File: config.mk
export PLATFORM = sky130hd
export DESIGN_NAME = pad_mux_cfg_ctrl_flat
export DESIGN_NICKNAME = d
export VERILOG_FILES = /design/src/rtl/pad_mux_cfg_ctrl_if.sv /design/src/rtl/pad_mux_cfg_ctrl.sv /design/src/flat_wrapper.sv
export SDC_FILE = /design/constraint.sdc
export NUM_CORES = 1
export LEC_CHECK = 0
export CAP_MARGIN = 25
export CORE_ASPECT_RATIO = 1.25
export CORE_UTILIZATION = 30
export DETAILED_ROUTE_END_ITERATION = 7
export GPL_TIMING_DRIVEN = 0
export SYNTH_ARGS = -nofsm -noshare
export SYNTH_HDL_FRONTEND = slang
export SYNTH_SLANG_ARGS = --single-unit
File: constraint.sdc
create_clock -name i_clk -period 6.9 [get_ports i_clk]
set_input_delay 1.38 -clock i_clk [delete_from_list [all_inputs] [get_ports i_clk]]
set_output_delay 1.38 -clock i_clk [all_outputs]
set_load 0.03 [all_outputs]
File: src/rtl/pad_mux_cfg_ctrl_if.sv
// Write, commit, status, readback and live select bundle between the pad-mux
// configuration controller and its software or test-logic requester.
interface pad_mux_cfg_ctrl_if #(
  parameter int NUM_PADS   = 10,
  parameter int FUNC_SEL_W = 2,
  parameter int TEST_SEL_W = 4,
  parameter int IDX_W      = 4
);
  logic                                i_wr_valid;
  logic                                o_wr_ready;
  logic [IDX_W-1:0]                    i_wr_idx;
  logic [FUNC_SEL_W-1:0]               i_wr_func_sel;
  logic [TEST_SEL_W-1:0]               i_wr_test_sel;
  logic                                i_wr_ft_sel;
  logic                                o_wr_err;
  logic                                i_commit;
  logic                                o_busy;
  logic                                o_pad_hold;
  logic                                o_done;
  logic                                o_pending;
  logic [IDX_W-1:0]                    i_rd_idx;
  logic [FUNC_SEL_W+TEST_SEL_W:0]      o_rd_data;
  logic [NUM_PADS*FUNC_SEL_W-1:0]      func_sel;
  logic [NUM_PADS*TEST_SEL_W-1:0]      test_sel;
  logic [NUM_PADS-1:0]                 func_test_sel;

  modport master (
    output i_wr_valid, i_wr_idx, i_wr_func_sel, i_wr_test_sel, i_wr_ft_sel,
    output i_commit, i_rd_idx,
    input  o_wr_ready, o_wr_err, o_busy, o_pad_hold, o_done, o_pending,
    input  o_rd_data, func_sel, test_sel, func_test_sel
  );

  modport slave (
    input  i_wr_valid, i_wr_idx, i_wr_func_sel, i_wr_test_sel, i_wr_ft_sel,
    input  i_commit, i_rd_idx,
    output o_wr_ready, o_wr_err, o_busy, o_pad_hold, o_done, o_pending,
    output o_rd_data, func_sel, test_sel, func_test_sel
  );
endinterface

File: src/rtl/pad_mux_cfg_ctrl.sv
// Pad-mux select controller: per-pad staging registers, atomic commit to the
// live select buses, framed by pad-hold windows before and after the apply.
module pad_mux_cfg_ctrl #(
  parameter int NUM_PADS    = 10,
  parameter int FUNC_SEL_W  = 2,
  parameter int TEST_SEL_W  = 4,
  parameter int IDX_W       = 4,
  parameter int HOLD_CYCLES = 4
) (
  input  logic            i_clk,
  input  logic            i_rst,
  pad_mux_cfg_ctrl_if.slave bus
);
  localparam int CNT_W = $clog2(HOLD_CYCLES + 1);
  localparam int RD_W  = FUNC_SEL_W + TEST_SEL_W + 1;
  localparam logic [CNT_W-1:0] HOLD_LOAD = CNT_W'(HOLD_CYCLES);
  localparam logic [CNT_W-1:0] CNT_LAST  = CNT_W'(1);
  localparam logic [IDX_W:0]   PAD_LIMIT = (IDX_W + 1)'(NUM_PADS);

  typedef enum logic [1:0] {IDLE, HOLD_PRE, APPLY, HOLD_POST} state_t;

  state_t           state_q, state_d;
  logic [CNT_W-1:0] cnt_q, cnt_d;

  logic [FUNC_SEL_W-1:0] stg_func  [NUM_PADS];
  logic [TEST_SEL_W-1:0] stg_test  [NUM_PADS];
  logic                  stg_ft    [NUM_PADS];
  logic [FUNC_SEL_W-1:0] live_func [NUM_PADS];
  logic [TEST_SEL_W-1:0] live_test [NUM_PADS];
  logic                  live_ft   [NUM_PADS];

  logic            busy_q, done_q, err_q, pending_q;
  logic [RD_W-1:0] rd_q, rd_d;
  logic            wr_ready, wr_fire, wr_idx_ok, apply_now;

  assign wr_ready  = (state_q == IDLE);
  assign wr_fire   = bus.i_wr_valid & wr_ready;
  assign wr_idx_ok = ({1'b0, bus.i_wr_idx} < PAD_LIMIT);
  assign apply_now = (state_q == APPLY);

  // NOTE: every signal driven here gets a default first so no path can infer a latch.
  always_comb begin
    state_d = state_q;
    cnt_d   = cnt_q;
    unique case (state_q)
      IDLE: begin
        if (bus.i_commit) begin
          state_d = HOLD_PRE;
          cnt_d   = HOLD_LOAD;
        end
      end
      HOLD_PRE: begin
        cnt_d = cnt_q - 1'b1;
        if (cnt_q == CNT_LAST) state_d = APPLY;
      end
      APPLY: begin
        state_d = HOLD_POST;
        cnt_d   = HOLD_LOAD;
      end
      HOLD_POST: begin
        cnt_d = cnt_q - 1'b1;
        if (cnt_q == CNT_LAST) state_d = IDLE;
      end
      default: state_d = IDLE;
    endcase
  end

  always_comb begin
    rd_d = '0;
    for (int p = 0; p < NUM_PADS; p++) begin
      if (bus.i_rd_idx == IDX_W'(p)) rd_d = {live_ft[p], live_test[p], live_func[p]};
    end
  end

  // NOTE: sequential state uses non-blocking assignments so all flops see pre-edge values.
  always_ff @(posedge i_clk or posedge i_rst) begin
    if (i_rst) begin
      state_q   <= IDLE;
      cnt_q     <= '0;
      busy_q    <= 1'b0;
      done_q    <= 1'b0;
      err_q     <= 1'b0;
      pending_q <= 1'b0;
      rd_q      <= '0;
    end else begin
      state_q <= state_d;
      cnt_q   <= cnt_d;
      busy_q  <= (state_d != IDLE);
      done_q  <= (state_q == HOLD_POST) && (state_d == IDLE);
      err_q   <= wr_fire & ~wr_idx_ok;
      rd_q    <= rd_d;
      if (apply_now)                 pending_q <= 1'b0;
      else if (wr_fire && wr_idx_ok) pending_q <= 1'b1;
    end
  end

  // NOTE: staging and live arrays are reset on purpose: a reset pad must select
  // function 0 in functional mode, so these cannot be left uninitialised like plain RAM.
  always_ff @(posedge i_clk or posedge i_rst) begin
    if (i_rst) begin
      for (int p = 0; p < NUM_PADS; p++) begin
        stg_func[p]  <= '0;
        stg_test[p]  <= '0;
        stg_ft[p]    <= 1'b0;
        live_func[p] <= '0;
        live_test[p] <= '0;
        live_ft[p]   <= 1'b0;
      end
    end else begin
      for (int p = 0; p < NUM_PADS; p++) begin
        if (wr_fire && bus.i_wr_idx == IDX_W'(p)) begin
          stg_func[p] <= bus.i_wr_func_sel;
          stg_test[p] <= bus.i_wr_test_sel;
          stg_ft[p]   <= bus.i_wr_ft_sel;
        end
        // Writes are only accepted in IDLE, so they never collide with the apply copy.
        if (apply_now) begin
          live_func[p] <= stg_func[p];
          live_test[p] <= stg_test[p];
          live_ft[p]   <= stg_ft[p];
        end
      end
    end
  end

  for (genvar p = 0; p < NUM_PADS; p++) begin : g_flat
    assign bus.func_sel[p*FUNC_SEL_W +: FUNC_SEL_W] = live_func[p];
    assign bus.test_sel[p*TEST_SEL_W +: TEST_SEL_W] = live_test[p];
    assign bus.func_test_sel[p]                     = live_ft[p];
  end

  assign bus.o_wr_ready = wr_ready;
  assign bus.o_wr_err   = err_q;
  assign bus.o_busy     = busy_q;
  assign bus.o_pad_hold = busy_q;
  assign bus.o_done     = done_q;
  assign bus.o_pending  = pending_q;
  assign bus.o_rd_data  = rd_q;
endmodule
File: src/flat_wrapper.sv
// flat-port wrapper written by rule: the top's interface ports become plain ports
module pad_mux_cfg_ctrl_flat 
#(
  parameter int NUM_PADS    = 10,
  parameter int FUNC_SEL_W  = 2,
  parameter int TEST_SEL_W  = 4,
  parameter int IDX_W       = 4,
  parameter int HOLD_CYCLES = 4
)
  (i_clk, i_rst, bus_i_wr_valid, bus_i_wr_idx, bus_i_wr_func_sel, bus_i_wr_test_sel, bus_i_wr_ft_sel, bus_i_commit, bus_i_rd_idx, bus_o_wr_ready, bus_o_wr_err, bus_o_busy, bus_o_pad_hold, bus_o_done, bus_o_pending, bus_o_rd_data, bus_func_sel, bus_test_sel, bus_func_test_sel);
  pad_mux_cfg_ctrl_if #(.NUM_PADS(NUM_PADS), .FUNC_SEL_W(FUNC_SEL_W), .TEST_SEL_W(TEST_SEL_W), .IDX_W(IDX_W)) bus_i ();
  input  logic i_clk;
  input  logic i_rst;
  input wire logic [$bits(bus_i.i_wr_valid)-1:0] bus_i_wr_valid;
  input wire logic [$bits(bus_i.i_wr_idx)-1:0] bus_i_wr_idx;
  input wire logic [$bits(bus_i.i_wr_func_sel)-1:0] bus_i_wr_func_sel;
  input wire logic [$bits(bus_i.i_wr_test_sel)-1:0] bus_i_wr_test_sel;
  input wire logic [$bits(bus_i.i_wr_ft_sel)-1:0] bus_i_wr_ft_sel;
  input wire logic [$bits(bus_i.i_commit)-1:0] bus_i_commit;
  input wire logic [$bits(bus_i.i_rd_idx)-1:0] bus_i_rd_idx;
  output wire logic [$bits(bus_i.o_wr_ready)-1:0] bus_o_wr_ready;
  output wire logic [$bits(bus_i.o_wr_err)-1:0] bus_o_wr_err;
  output wire logic [$bits(bus_i.o_busy)-1:0] bus_o_busy;
  output wire logic [$bits(bus_i.o_pad_hold)-1:0] bus_o_pad_hold;
  output wire logic [$bits(bus_i.o_done)-1:0] bus_o_done;
  output wire logic [$bits(bus_i.o_pending)-1:0] bus_o_pending;
  output wire logic [$bits(bus_i.o_rd_data)-1:0] bus_o_rd_data;
  output wire logic [$bits(bus_i.func_sel)-1:0] bus_func_sel;
  output wire logic [$bits(bus_i.test_sel)-1:0] bus_test_sel;
  output wire logic [$bits(bus_i.func_test_sel)-1:0] bus_func_test_sel;
  assign bus_i.i_wr_valid = bus_i_wr_valid;
  assign bus_i.i_wr_idx = bus_i_wr_idx;
  assign bus_i.i_wr_func_sel = bus_i_wr_func_sel;
  assign bus_i.i_wr_test_sel = bus_i_wr_test_sel;
  assign bus_i.i_wr_ft_sel = bus_i_wr_ft_sel;
  assign bus_i.i_commit = bus_i_commit;
  assign bus_i.i_rd_idx = bus_i_rd_idx;
  assign bus_o_wr_ready = bus_i.o_wr_ready;
  assign bus_o_wr_err = bus_i.o_wr_err;
  assign bus_o_busy = bus_i.o_busy;
  assign bus_o_pad_hold = bus_i.o_pad_hold;
  assign bus_o_done = bus_i.o_done;
  assign bus_o_pending = bus_i.o_pending;
  assign bus_o_rd_data = bus_i.o_rd_data;
  assign bus_func_sel = bus_i.func_sel;
  assign bus_test_sel = bus_i.test_sel;
  assign bus_func_test_sel = bus_i.func_test_sel;
  pad_mux_cfg_ctrl #(.NUM_PADS(NUM_PADS), .FUNC_SEL_W(FUNC_SEL_W), .TEST_SEL_W(TEST_SEL_W), .IDX_W(IDX_W), .HOLD_CYCLES(HOLD_CYCLES)) u_core (.i_clk(i_clk), .i_rst(i_rst), .bus(bus_i));
endmodule
-- Yosys cells after proc, flatten, opt, wreduce, memory -nomap -nowiden
Index checks and enable logic that the tools add are counted.
- muxes and demuxes: 18
- bitwise gates (word level): 3
- multipliers: 0
- equality and inequality tests: 23
- shifts and indexed selects: 0
- order comparisons: 1
- reductions and logical operators: 19
- add/sub/neg operators: 1
- divide/modulo/power cells: 0
- operator list (operator ; number):
    7-bit 2-to-1 mux ; 10
    4-bit by 3-bit == test with 1-bit output, second input constant ; 8
    4-bit by 2-bit == test with 1-bit output, second input constant ; 4
    4-bit == test, second input constant ; 4
    1-bit logical AND ; 12
    3-bit case mux with 3 select lines ; 1
    4-bit by 1-bit == test with 1-bit output, second input constant ; 2
    4-bit zero test ; 2
    2-bit case mux with 4 select lines ; 1
    2-bit 2-to-1 mux ; 3
    2-bit == test, second input constant ; 2
    2-bit zero test ; 2
    4-bit < comparator, second input constant ; 1
    2-bit nonzero test ; 2
    3-bit by 1-bit == test with 1-bit output, second input constant ; 1
    3-bit 2-to-1 mux ; 1
    3-bit by 1-bit subtractor with 3-bit output, second input constant ; 1
    1-bit bitwise AND ; 2
    2-bit by 1-bit == test with 1-bit output, second input constant ; 1
    1-bit 2-to-1 mux ; 2
    2-bit != test, second input constant ; 1
    2-bit OR reduction ; 1
    1-bit inverter ; 1
- ROM bits: 0
- bits in writable memories: 0
- memories: 0
- latch bits: 0
- logic and storage cells: 132
- output and inout port bits: 83
- register bits: 156
- input bits: 19

-- Logic depth before layout (Yosys ltp)
Gate-level depths: netlist of run 1.
- depth in word-level cells: 11
- depth in mapped cells: 7
- gate-level depth less buffers: 6

-- Least setup slack after synthesis of run 1
No wires, ideal clock.
- path type: in2reg
- start: in bus_i_wr_valid
- end: reg u_core.stg_ft[7] (netlist name)
- stages on the path: 5
- setup time: 0.125 ns
- data required time: 6.775 ns
- buffers on the path: 1
- data arrival time: 2.886 ns
- path slack: 3.890 ns
- cells stage by stage: or3b_4 > or3_1 > buf_2 > nor3b_4 > mux2_2
- longest elaborated chain between the ends: 2
- ends and longest elaborated chain (what ; RTL line ; text):
    start, declared ; flat_wrapper.sv:14 ; input wire logic [$bits(bus_i.i_wr_valid)-1:0] bus_i_wr_valid;
    1-bit bitwise AND ; pad_mux_cfg_ctrl.sv:37 ; assign wr_fire = bus.i_wr_valid & wr_ready;
    1-bit logical AND ; pad_mux_cfg_ctrl.sv:111 ; if (wr_fire && bus.i_wr_idx == IDX_W'(p)) begin
    end signal, assigned by index ; pad_mux_cfg_ctrl.sv:114 ; stg_ft[p] <= bus.i_wr_ft_sel;
    end, declared ; pad_mux_cfg_ctrl.sv:27 ; logic stg_ft [NUM_PADS];
No other way between the ends.
A chain may end at the register's enable or synchronous reset.

-- Final worst setup path of run 1
- start: in bus_i_rd_idx[0]
- end: reg u_core.rd_q[3], in the netlist u_core.bus.o_rd_data[3]
- longest elaborated chain between the ends: 11
- elaborated cells between the ends (all ways): 20
- classes of those cells: eq/ne (9); mux (10); reduce/logical (1)
- ends and longest elaborated chain (what ; RTL line ; text):
    start, declared ; flat_wrapper.sv:20 ; input wire logic [$bits(bus_i.i_rd_idx)-1:0] bus_i_rd_idx;
    4-bit zero test ; pad_mux_cfg_ctrl.sv:71 ; if (bus.i_rd_idx == IDX_W'(p)) rd_d = {live_ft[p], live_test[p], live_func[p]};
    7-bit 2-to-1 mux (9 in series) ; pad_mux_cfg_ctrl.sv:71 ;
    7-bit 2-to-1 mux (*) ; pad_mux_cfg_ctrl.sv:71 ;
    via u_core.rd_d[3] ; pad_mux_cfg_ctrl.sv:33 ; logic [RD_W-1:0] rd_q, rd_d;
    end signal, assigned ; pad_mux_cfg_ctrl.sv:91 ; rd_q <= rd_d;
    end, declared ; pad_mux_cfg_ctrl.sv:33 ;
The timed path passes the listed nets; every way through them passes the cells marked *.

==> results of run 1 <==
==> registers in the layout, indices dropped and copies added, names as in the netlist <==
register / cells
u_core.bus.func_sel: 20
u_core.bus.o_pending: 1
u_core.bus.o_wr_err: 1
u_core.cnt_q: 3
u_core.bus.func_test_sel: 10
u_core.stg_ft: 10
u_core.bus.o_rd_data: 7
u_core.bus.o_done: 1
u_core.bus.test_sel: 40
u_core.stg_test: 40
u_core.state_q: 2
u_core.stg_func: 20
u_core.bus.o_busy: 1
==> final cells by class <==
| type | instances | area share |
|---|---|---|
| Buffer | 30 | 0.0154 |
| Clock buffer | 22 | 0.0571 |
| Clock inverter | 10 | 0.0190 |
| Inverter | 4 | 0.00236 |
| Multi-Input combinational cell | 269 | 0.292 |
| Sequential cell | 156 | 0.461 |
| Tap cell | 274 | 0.0405 |
| Timing Repair Buffer | 94 | 0.113 |
==> cell families after synthesis <==
| family | count (synthesis) |
|---|---|
| AOI/OAI and AO/OA | 31 |
| xor gates and xnor gates | 2 |
| adders and majority gates | 2 |
| buffers and inverters | 34 |
| DFF | 156 |
| muxes | 170 |
| and+or+nand+nor | 64 |
==> routing by layer <==
metal / share of wire / wire (um) / global-route usage
met1: 0.42 / 7480 / 0.215
met2: 0.52 / 9230 / 0.292
met3: 0.046 / 826 / 0.0417
met4: 0.016 / 277 / 0.0435
met5: 0 / 0 / 0
==> stage by stage <==
| step | utilization | hold slack [ps] |
|---|---|---|
| finish | 0.403 | 499 |
| global route | 0.403 | 517 |
| CTS | 0.403 | 500 |
| detailed placement | 0.372 | 487 |
| global placement | 0.371 | 480 |
| floorplan | - | 474 |
==> path summary, 6_finish.rpt <==
kind,start,endpoint
setup / recovery,bus_i_rd_idx[0],u_core.bus.o_rd_data[3]
min in group asynchronous,i_rst,u_core.bus.test_sel[15]
hold / removal,u_core.stg_test[21],u_core.bus.test_sel[17]
hold reg to reg,u_core.stg_test[21],u_core.bus.test_sel[17]
setup reg to reg,u_core.state_q[0],u_core.stg_test[24]
max in group asynchronous,i_rst,u_core.stg_test[21]
==> report_power, final <==
| part | leakage, nW | switching (W) | total, W | internal (W) |
|---|---|---|---|---|
| registers | 2.12 | 0.000231 | 0.00146 | 0.00123 |
| logic | 1.48 | 0.000740 | 0.00140 | 0.000656 |
| clock network | 0.308 | 0.000363 | 0.00101 | 0.000643 |
| total | 3.91 | 0.00133 | 0.00386 | 0.00253 |
==> layout by cell type (no fill, tap or decap), drive strengths merged, types with 2 or more instances in the layout <==
cell type      instances
inv                    4
o21ai                  5
nor3b                  2
or3                    2
nor2                  24
buf                   17
ha                     2
clkdlybuf4s50         93
bufinv                 4
clkinv                 3
o22ai                  6
nor3                   3
nand2                 14
mux2                 146
clkbuf                36
nand3                  3
nor2b                 10
dfrtp                156
mux2i                 24
clkinvlp               3
a31oi                  2
a21oi                  7
a221o                  2
o31a                   5
==> worst max-delay path: stages <==
cell and delay [ps]:
sky130_fd_sc_hd__clkdlybuf4s50_1 530, sky130_fd_sc_hd__clkbuf_1 480, sky130_fd_sc_hd__buf_1 740, sky130_fd_sc_hd__mux2i_1 350, sky130_fd_sc_hd__nor2_1 70, sky130_fd_sc_hd__o31a_1 300
==> results.md, run 1 <==
* Combinational family with the most area after synthesis: multiplexers
* Fraction of registers with async set/reset at 1.00
* IO Port Bufs at 93
* Pin count of the biggest net entering global routing at 99
* Total power at 0.00386 W
* Number of primary I/O pins at 102
* Drt initial violations at 247
* Multiplexer share of the synthesized area at 0.289
* Ranking of synthesized cells by instance count: sky130_fd_sc_hd__dfrtp_1 (156), sky130_fd_sc_hd__mux2_2 (146), sky130_fd_sc_hd__mux2i_1 (24)
* Cts bufs inserted at 17
* Residual antenna-violating net count after detailed routing at 0
* CTS sink count at 156
* Final setup slack of the worst path at 3340 ps
* Multi-input combinational cell area at 2470 um^2
* Worst Reg-to-Reg Cells at 6
* Highest clock rate at 0.281 GHz
* Layout-stage area growth over the synthesis result at 29.9%
* Filler Cell Count at 1,974
* Accumulated negative setup slack at 0 ps
* CP Launch Type: primary input
* Synth Warn # at 0
* Critical path arrival at 3860 ps
* Cell with the most instances after synthesis: sky130_fd_sc_hd__dfrtp_1
* Horiz. Die Dim at 134 um
* Final weighted congestion in routability-driven placement at 0.803
* DRC at 0
* Final Routed Wirelength at 17.8 mm
* Setup repair bufs after CTS at 0
* Number of max-slew violations in the final report at 0
* Placeable core region at 21,000 um^2
* Storage element area at 3900 um^2
* Cell type with the largest total area after synthesis: sky130_fd_sc_hd__dfrtp_1
* First-pass GRT wire length at 27.7 mm
* TritonCTS clock tree: done
* Proportion of netlist area held by the largest area contributor at 0.599
* Final Hold Violating Endpoints at 0
* Antenna cell count at 0
* Setup repair after global routing missed its margin: false
* Count of placed standard cells including taps at 827
* Flop2flop setup slack at 4330 ps
* Number of cells produced by synthesis at 459
* Clock root buffer: sky130_fd_sc_hd__clkbuf_16
* Area enclosed by the die boundary at 22,300 um^2
* Number of cells in the finished layout apart from fillers at 859
* Synth Register Bits at 156
* Post-Place Worst Slack at 2840 ps
* Share of post-route cells with drive strength above 1 at 0.326
* Part of the Yosys area used for sequential elements at 0.599
* Via count of the first global-routing pass at 4,550
* Worst VDD drop at 0.216 mV
* Clock latency at the later pin of the worst-skew pair at 420 ps
* Cell area power density at 456 nW/um^2
* Number of buffers on the longest clock path at 2
* PostCTS Resize Cnt at 0
* Half-perimeter wire length of the detailed placement result at 12.2 mm
* Number of flops mapped to enable cells by yosys at 0
* Wirelength per Cell at 20.7 um
* Worst-Margin Slew at 928 ps
* Commonest register cell after synthesis: sky130_fd_sc_hd__dfrtp_1
* Initial antenna violation count at 0
* Max capacitance violation total at 0
* Mean area per synthesized cell at 14.2 um^2
* Static leakage power at 3.91 nW
* Post-synthesis instance area at 6520 um^2
* Hold Path Stages at 1
* Maximum level of the CTS H-tree at 4
* Xor and xnor area share after synthesis at 0.00269
* Total global-route track usage at 0.171
* Synth unique cells at 38
* Critical path data required time at 7200 ps
* Chip height at 167 um
* Critical path peak fanout at 10
* Period Utilization, post-route at 0.515
* Placed inst area at 7830 um^2
* Post-synthesis compound-gate area fraction at 0.0318
* Finished Cell Area at 8470 um^2
* Result of the run: finished, final reports clean
* Initial core utilization at 0.310
* Cell row count at 59
* Setup skew after layout at 6.20 ps
* Clock-pin slew of the registers on the worst-case setup and hold paths at 60 ps
* Detailed-route via count at 4,131
* Routed via count divided by cell count at 4.81
* Total grt overflow at 0
* Shortest period the worst path allows at 3560 ps
* Simple-Gate Fraction of Synth Area at 0.0518
* Count of nets after finishing at 593
* Worst slew margin relative to its limit at 0.381
* Type of the tightest min-delay check: flip-flop to flip-flop
* Adder-cell area share of the yosys netlist at 0.00384
* Net count after synthesis at 480
* DR pass1 iterations at 5
* Path type of the worst setup path: primary input to flip-flop
* Ranking of synthesized cells by area: sky130_fd_sc_hd__dfrtp_1 (60%), sky130_fd_sc_hd__mux2_2 (25%), sky130_fd_sc_hd__mux2i_1 (3.7%)
* Critical Path End Type: flip-flop
* Final setup vio count at 0
* Number of hold buffers added after cts at 0
(Power assumes the default switching activity.)
==> run 2, diff against run 1 <==
==> constraint.sdc (replaced) <==
create_clock -name i_clk -period 3.45 [get_ports i_clk]
set_input_delay 0.69 -clock i_clk [delete_from_list [all_inputs] [get_ports i_clk]]
set_output_delay 0.69 -clock i_clk [all_outputs]
set_load 0.03 [all_outputs]
==> run 2 against run 1 <==
Effect of this change:
- total power rose by 99%
- die area did not move
- critical path type unchanged
- global-route usage is 0.15 points lower
- combinational power is 99% higher
- clock power is 98% higher
- worst setup slack worse by 2800 ps
- largest power group unchanged
- largest cell class unchanged
- clock skew rose by 0.75 ps
==> results.md, run 2 (same netlist as run 1, synthesis figures left out) <==
* Final Hold Violating Endpoints at 0 (unchanged)
* Setup repair bufs after CTS at 0 (unchanged)
* Result of the run: finished, final reports clean (unchanged)
* Max capacitance violation total at 0 (unchanged)
* DR pass1 iterations at 4 (was 5)
* Maximum level of the CTS H-tree at 4 (unchanged)
* Post-Route Hold Slack at 499 ps (about the same)
* Final Routed Wirelength at 17.6 mm (was 17.8 mm)
* Type of the tightest min-delay check: flip-flop to flip-flop (unchanged)
* Setup repair after global routing missed its margin: false (unchanged)
* Number of max-slew violations in the final report at 0 (unchanged)
* CTS sink count at 156 (unchanged)
* Cts bufs inserted at 17 (unchanged)
* Shortest period the worst path allows at 2890 ps
* Clock root buffer: sky130_fd_sc_hd__clkbuf_16 (unchanged)
* Relative contribution of combinational cells to total power at 0.363 (was 0.362)
* IO Port Bufs at 93 (unchanged)
* CP Launch Type: primary input (unchanged)
* Clock-pin slew of the registers on the worst-case setup and hold paths at 60 ps (about the same)
* Highest clock rate at 0.346 GHz
* Leading cell type in the layout, fill and taps excluded: sky130_fd_sc_hd__dfrtp_1 (unchanged)
* Number of buffers on the longest clock path at 2 (unchanged)
* Pin count of the biggest net entering global routing at 46 (was 99)
* Critical path arrival at 3190 ps (was 3860 ps)
* Routed via count divided by cell count at 4.80 (was 4.81)
* Placeable core region at 21,000 um^2 (unchanged)
* Via count of the first global-routing pass at 4,570 (was 4,550)
* Critical path peak fanout at 10 (unchanged)
* Residual antenna-violating net count after detailed routing at 0 (unchanged)
* Path type of the worst setup path: primary input to flip-flop (unchanged)
* Setup skew after layout at 6.96 ps (was 6.20 ps)
* Chip height at 167 um (unchanged)
* Share of post-route cells with drive strength above 1 at 0.330 (was 0.326)
* Sequential share of power at 0.378 (about the same)
* Drt initial violations at 200 (was 247)
* Layout-stage area growth over the synthesis result at 30.6% (was 29.9%)
* Half-perimeter wire length of the detailed placement result at 12.3 mm (was 12.2 mm)
* Antenna cell count at 0 (unchanged)
* Area enclosed by the die boundary at 22,300 um^2 (unchanged)
* Wirelength per Cell at 20.4 um (was 20.7 um)
* Critical path data required time at 3750 ps (was 7200 ps)
* Detailed-route via count at 4,136 (was 4,131)
* Static leakage power at 3.92 nW (was 3.91 nW)
* PostCTS Resize Cnt at 0 (unchanged)
* Initial antenna violation count at 0 (unchanged)
* Number of hold buffers added after cts at 0 (unchanged)
* Total global-route track usage at 0.170 (was 0.171)
* Worst slew margin relative to its limit at 0.381 (about the same)
* Cell area power density at 905 nW/um^2 (was 456 nW/um^2)
* Critical Path End Type: flip-flop (unchanged)
* Filler Cell Count at 1,973 (was 1,974)
* Accumulated negative setup slack at 0 ps (unchanged)
* Period Utilization, post-route at 0.838
* Count of nets after finishing at 596 (was 593)
* Switching component of the power at 0.00266 W (was 0.00133 W)
* Worst VDD drop at 0.434 mV (was 0.216 mV)
* DRC at 0 (unchanged)
* Share of power burned in the clock network at 0.260 (was 0.261)
* Number of primary I/O pins at 102 (unchanged)
* Cell row count at 59 (unchanged)
* Commonest cells after routing, fill and taps aside: sky130_fd_sc_hd__dfrtp_1 (156), sky130_fd_sc_hd__mux2_2 (146), sky130_fd_sc_hd__clkdlybuf4s50_1 (93) (unchanged)
* Clock latency at the later pin of the worst-skew pair at 430 ps (was 420 ps)
* Initial core utilization at 0.310 (unchanged)
* Final setup vio count at 0 (unchanged)
* Worst-Margin Slew at 928 ps (about the same)
* TritonCTS clock tree: done (unchanged)
* Switching share of power at 0.346 (about the same)
* Final weighted congestion in routability-driven placement at 0.787 (was 0.803)
* Total grt overflow at 0 (unchanged)
* Horiz. Die Dim at 134 um (unchanged)
* Cell-internal power at 0.00504 W (was 0.00253 W)
* First-pass GRT wire length at 27.6 mm (was 27.7 mm)
[run 2: layer usage]
layer,GRT usage,part of all wire,vias to the layer above
met5,0,0,-
met4,0.0588,0.017,0
met3,0.0323,0.053,27
met2,0.287,0.51,131
met1,0.215,0.42,2119
li1,-,-,1859
[run 2: path summary, 6_finish.rpt]
path | from | endpoint | slack [ps] | depth (start not counted)
setup / recovery | bus_i_rd_idx[0] | u_core.bus.o_rd_data[3] | 560 | 6
hold reg to reg | u_core.stg_func[12] | u_core.bus.func_sel[6] | 500 | 1
min in group asynchronous | i_rst | u_core.stg_test[7] | 680 | 2
hold / removal | u_core.stg_func[12] | u_core.bus.func_sel[6] | 500 | 1
max in group asynchronous | i_rst | u_core.stg_test[24] | 1770 | 5
setup reg to reg | u_core.state_q[1] | u_core.stg_func[14] | 880 | 6
[run 2: cell type report]
class,count,area (um^2),area share
Timing Repair Buffer,97,1010,0.119
Clock buffer,21,470,0.0553
Multi-Input combinational cell,269,2470,0.290
Sequential cell,156,3900,0.458
Tap cell,274,343,0.0403
Clock inverter,11,165,0.0194
Inverter,4,18.8,0.00220
Buffer,30,130,0.0153
[run 2: per-stage QoR]
| stage | setup slack (ps) | instances | power [W] | util | cell area (um^2) |
|---|---|---|---|---|---|
| after CTS | 544 | 862 | 0.00779 | 0.405 | 8510 |
| after global routing | 463 | 862 | 0.00807 | 0.405 | 8510 |
| final | 560 | 862 | 0.00770 | 0.405 | 8510 |
| after detailed placement | 109 | 830 | 0.00577 | 0.374 | 7880 |
| after global placement | -373 | 826 | 0.00567 | 0.371 | 7800 |
| after floorplan | 787 | 459 | 0.00454 | - | 6530 |
[run 2: power groups by stage]
| stage | registers (W) | clock network (W) | logic, W |
|---|---|---|---|
| 2_1_floorplan | 0.00354 | 0 | 0.000994 |
| 3_3_place_gp | 0.00290 | 0 | 0.00277 |
| 3_5_place_dp | 0.00294 | 0 | 0.00283 |
| 4_1_cts | 0.00291 | 0.00204 | 0.00284 |
| 5_1_grt | 0.00300 | 0.00211 | 0.00296 |
| 6_report | 0.00291 | 0.00200 | 0.00279 |
[run 2: critical path, stage by stage]
cell	delay, ps
sky130_fd_sc_hd__clkdlybuf4s50_1	540
sky130_fd_sc_hd__clkbuf_1	480
sky130_fd_sc_hd__buf_1	750
sky130_fd_sc_hd__mux2i_1	350
sky130_fd_sc_hd__nor2_1	70
sky130_fd_sc_hd__o31a_1	300
